### src/rtl/cic_interp_mc.sv
// Multi-channel CIC interpolator.
// Each channel runs an N-stage comb section at the low (gate) rate, zero-stuffs
// to the clock rate, then runs N pipelined integrators and a shift/output stage.
// A small priming FSM raises data_out_gate once the first gated sample has
// propagated to the output register.
// Optional feature macro: CIC_SAT_EN -- clamp shifted output to dw bits and
// raise a sticky sat_flag; when undefined the low dw bits are taken (wrap).
module cic_interp_mc #(
   parameter int dw    = 16,
   parameter int ex    = 5,
   parameter int order = 2,
   parameter int nchan = 2
) (
   input  logic                  clk,
   input  logic                  rst_n,
   input  logic [nchan*dw-1:0]   data_in,
   input  logic                  data_in_gate,
   input  logic [4:0]            shift,
   output logic [nchan*dw-1:0]   data_out,
   output logic                  data_out_gate,
   output logic                  sat_flag
);

   localparam int iw = dw + ex;

   typedef enum logic [1:0] {IDLE, PRIME, RUN} state_t;

   state_t state, state_next;
   logic [2:0] prime_cnt, prime_cnt_next;

   logic signed [iw-1:0] comb_d   [nchan][order];
   logic signed [iw-1:0] comb_in  [nchan][order];
   logic signed [iw-1:0] comb_out [nchan];
   logic signed [iw-1:0] comb_acc;
   logic signed [iw-1:0] x        [nchan];
   logic signed [iw-1:0] integ    [nchan][order];
   logic        [dw-1:0] out_val  [nchan];
   logic        [4:0]    shift_eff;

   // Shift amounts beyond the guard-bit count are limited to ex
   always_comb shift_eff = (shift > 5'(ex)) ? 5'(ex) : shift;

   // Comb cascade: each stage subtracts its delayed input from the current one
   always_comb begin
      comb_acc = '0;
      for (int ch = 0; ch < nchan; ch++) begin
         comb_acc = {{ex{data_in[ch*dw+dw-1]}}, data_in[ch*dw +: dw]};
         for (int k = 0; k < order; k++) begin
            comb_in[ch][k] = comb_acc;
            comb_acc = comb_acc - comb_d[ch][k];
         end
         comb_out[ch] = comb_acc;
      end
   end

`ifdef CIC_SAT_EN
   logic signed [iw-1:0] shifted [nchan];
   logic [nchan-1:0]     ovf;
   logic                 sat_reg;

   // Shift, detect values outside the dw-bit range and clamp them
   always_comb begin
      for (int ch = 0; ch < nchan; ch++) begin
         shifted[ch] = integ[ch][order-1] >>> shift_eff;
         ovf[ch] = !((&shifted[ch][iw-1:dw-1]) || !(|shifted[ch][iw-1:dw-1]));
         if (!ovf[ch])
            out_val[ch] = shifted[ch][dw-1:0];
         else if (shifted[ch][iw-1])
            out_val[ch] = {1'b1, {(dw-1){1'b0}}};
         else
            out_val[ch] = {1'b0, {(dw-1){1'b1}}};
      end
   end

   // Sticky saturation indicator, cleared only by reset
   always_ff @(posedge clk or negedge rst_n) begin
      if (!rst_n)
         sat_reg <= 1'b0;
      else if (|ovf)
         sat_reg <= 1'b1;
   end

   assign sat_flag = sat_reg;
`else
   // Shift and keep the low dw bits (two's-complement wrap)
   always_comb begin
      for (int ch = 0; ch < nchan; ch++)
         out_val[ch] = dw'(integ[ch][order-1] >>> shift_eff);
   end

   assign sat_flag = 1'b0;
`endif

   // Datapath registers: comb delays, zero-stuffed x, integrators, output
   always_ff @(posedge clk or negedge rst_n) begin
      if (!rst_n) begin
         for (int ch = 0; ch < nchan; ch++) begin
            for (int k = 0; k < order; k++) begin
               comb_d[ch][k] <= '0;
               integ[ch][k]  <= '0;
            end
            x[ch] <= '0;
         end
         data_out <= '0;
      end else begin
         for (int ch = 0; ch < nchan; ch++) begin
            if (data_in_gate) begin
               for (int k = 0; k < order; k++)
                  comb_d[ch][k] <= comb_in[ch][k];
               x[ch] <= comb_out[ch];
            end else begin
               x[ch] <= '0;
            end
            integ[ch][0] <= integ[ch][0] + x[ch];
            for (int k = 1; k < order; k++)
               integ[ch][k] <= integ[ch][k] + integ[ch][k-1];
            data_out[ch*dw +: dw] <= out_val[ch];
         end
      end
   end

   // Priming FSM state register
   always_ff @(posedge clk or negedge rst_n) begin
      if (!rst_n) begin
         state     <= IDLE;
         prime_cnt <= '0;
      end else begin
         state     <= state_next;
         prime_cnt <= prime_cnt_next;
      end
   end

   // Wait for the first gate, then count until its sample reaches data_out
   always_comb begin
      state_next     = state;
      prime_cnt_next = prime_cnt;
      case (state)
         IDLE: begin
            if (data_in_gate) begin
               state_next     = PRIME;
               prime_cnt_next = '0;
            end
         end
         PRIME: begin
            prime_cnt_next = prime_cnt + 3'd1;
            if (prime_cnt == 3'(order))
               state_next = RUN;
         end
         RUN: state_next = RUN;
         default: state_next = IDLE;
      endcase
   end

   assign data_out_gate = (state == RUN);

endmodule

### config.mk
export PLATFORM = sky130hd
export DESIGN_NAME = cic_interp_mc
export DESIGN_NICKNAME = d
export VERILOG_FILES = /design/src/rtl/cic_interp_mc.sv
export SDC_FILE = /design/constraint.sdc
export NUM_CORES = 1
export LEC_CHECK = 0
export CELL_PAD_IN_SITES_DETAIL_PLACEMENT = 1
export CELL_PAD_IN_SITES_GLOBAL_PLACEMENT = 1
export CORE_MARGIN = 10
export CORE_UTILIZATION = 48
export CTS_CLUSTER_SIZE = 10
export DETAILED_ROUTE_END_ITERATION = 12
export HOLD_SLACK_MARGIN = 0.05
export PLACE_DENSITY = 0.88
export SYNTH_ARGS = -nofsm -noshare
export SYNTH_HDL_FRONTEND = slang
export SYNTH_SLANG_ARGS = --single-unit
### constraint.sdc
create_clock -name clk -period 4.5 [get_ports clk]
set_input_delay 0.9 -clock clk [delete_from_list [all_inputs] [get_ports clk]]
set_output_delay 0.9 -clock clk [all_outputs]
set_load 0.02 [all_outputs]
==> metrics.yaml <==
critical_path:
  cpPeakStageDelay_ns: 0.42
  cpMostUsedCell: "a21o_1"
  path_max_fanout: 3
  startpoint: "data_in[16]"
  worst_ep_arrival_time_ns: 4.65
  slowest_stage: "clkdlybuf4s50_1"
  required_ns: 4.92
  crit_type: "in2reg"
  critPathCaptureType: "flip-flop"
  r2r-start: "comb_d[21]"
  crit_path_cell_trace: "clkdlybuf4s50_1 > inv_1 > ha_1 > inv_1 > fa_1 > a21oi_2 > o211ai_1 > a311oi_2 > nor2_1 > xor2_1 > ha_1 > a21o_1 > a21o_1 > a21o_1 > a21o_1 > a221oi_2 > xnor2_1 > nor2_1"
  r2r_slack_ns: 0.77
  worst-path-buf-inv: 3
  critPathLaunchType: "input pin"
  crit_family: "compound AO/OA/AOI/OAI gates"
floorplan:
  start_util_pct: 48.7
  die_area_sq_um: 37400
  pin_count: 74
  die_w_microns: 193
  std_cell_rows: 63
  die_height_microns: 193
  coreArea_sq_um: 29600
yosys:
  ys.warnings.count: 0
  synth_area_sq_um: 14400
  synthArstFlopShare_pct: 100
  synthSimpleGateAreaFrac_pct: 10.8
  synth_top_family_by_area: "compound AO/OA/AOI/OAI gates"
  synth_most_common_cell: "dfrtp_1"
  synth.largest_area_cell: "dfrtp_1"
  synthMuxAreaShare_pct: 5.46
  syn_avg_cell_area_sq_um: 9.52
  synth.area.top_cells: "dfrtp_1, ha_1, xnor2_1"
  ys_seq_area_share_pct: 38.7
  synth_top_area_share_pct: 38.7
  postSynthCellCount: 1516
  ys_top_cells_by_count: "dfrtp_1, ha_1, nor2_1"
  synth_xor_area_share_pct: 7.10
  synth_cell_types: 66
  synth_compound_area_share_pct: 19.9
  synth_fa_ha_area_share_pct: 14.2
  syn_nets: 1715
  synth-seq-cells: 223
  synth_edf_count: 0
  synth_top_flop_cell: "dfrtp_1"
global_route:
  grt_pass1_wl_mm: 61.3
  overflow: 0
  grt_pass1_vias: 12500
  antenna_found_initial: 0
  grt_max_degree: 90
  grt_usage_pct: 18.7
layout:
  syn_to_final_growth_pct: 15.1
  drive_above_1_share_pct: 7.17
  num_antenna_cells: 0
  final_nets: 1821
  final_cells: 2022
place:
  post-dp-hpwl_mm: 27.1
  globalplace.congestion: 0.904
  portBuffers: 72
  dp.cells: 1983
clock_tree:
  clock-sinks: 223
  ctsResizeCount: 0
  htree_levels: 1
  clk_pin_slew_ns: 0.06
  ctsRootBufferMaster: "clkbuf_16"
  insertion_delay_ns: 0.56
  cts_made_buffers: 27
  postCtsHoldBufs: 0
  post-cts-setup-buffers: 0
  cts_tree: "built"
  cts_buffer_depth: 3
route:
  wl_mm: 35.7
  drt-wirelength-per-cell_microns: 17.7
  viasPerCell: 5.65
  firstDrtPassIters: 6
  ant_nets: 0
  remaining_drc_errors: 0
  vias: 11400
  first_iter_violations: 467
sta:
  setup_viol: 0
  relSlewSlack_pct: 32.8
  period_needed_ns: 4.23
  finClkSkew_ns: 0.0193
  rsz0062_at_grt: "no"
  period_share_pct: 94.0
  worstMarginPinSlew_ns: 1.01
  maxSlewViolCount: 0
  hold_viol_final: 0
  max_freq_mhz: 236
job:
  cap_violations: 0
outcome:
  outcome: "finished clean"
pwr:
  peakVddDrop_mv: 0.310
  p_leak_uw: 0.00773
  cellPowerDensity_nw_per_um2: 807
  p_total_uw: 13400
hold_path:
  hp-class: "in2async"
## registers in the layout, indices dropped and copies added (netlist names)
name       cells
integ         84
comb_d        66
x             36
data_out      32
prime_cnt      3
state          2
## where the power goes
part | internal, uW | switching, uW | leakage (uW)
combinational | 3530 | 4460 | 0.00468
sequential | 2880 | 533 | 0.00267
clock | 1170 | 819 | 0.000386
## final cells by class
cell class	instances	area, sq um
fillers	3370	13000
multi-input cells	1146	8300
flip-flops and latches	223	5580
repair buffers	114	1050
clock buffers	38	777
well taps	390	488
inverters	110	413
clock inverters	1	8.76
## placed cells by master, fill, tap and decap left out, types with 24 or more instances in the layout
master           count
a21o_1              53
a21oi_1            130
buf_4               42
clkbuf_16           27
clkdlybuf4s50_1     69
dfrtp_1            223
ha_1               151
inv_1              110
mux2i_1             57
nand2_1            110
nor2_1             140
o21a_1              24
o21ai_0            105
xnor2_1             79
xor2_1              38
## layer usage
metal	vias to the layer above	share of wire (%)	global-route usage, %
met3	63	2.7	2.33
met5	-	0	0
met1	5636	46	23.4
met4	0	2.5	5.29
met2	152	49	32.9
li1	5572	-	-
## cells by family after synthesis
logic type,after synthesis
multiplexers,74
other,1
flip-flops,223
buffers and inverters,147
AND/OR/NAND/NOR,350
XOR/XNOR,117
AO/OA/AOI/OAI,445
adder cells (fa/ha/maj),159
## final timing paths
check                        endpoint  cells after the start
setup / recovery                x[15]                     18
hold / removal             comb_d[25]                      1
setup reg to reg                x[15]                     16
hold reg to reg             integ[63]                      1
max in group asynchronous   integ[30]                      2
min in group clk            integ[63]                      1
## stage by stage
stage                     cell area (sq um)  TNS, ns  setup slack (ns)  hold WS (ns)  util [%]
after CTS                             16600        0             0.166         0.369      56.0
after global routing                  16600        0            0.0520         0.391      56.0
after floorplan                       14400        0             0.423         0.456         -
after global placement                15800   -0.509            -0.214         0.465      53.4
final                                 16600        0             0.270         0.348      56.0
after detailed placement              15800    -2.11            -0.408         0.477      53.4
Note: power is estimated with default switching activity, not from simulation.
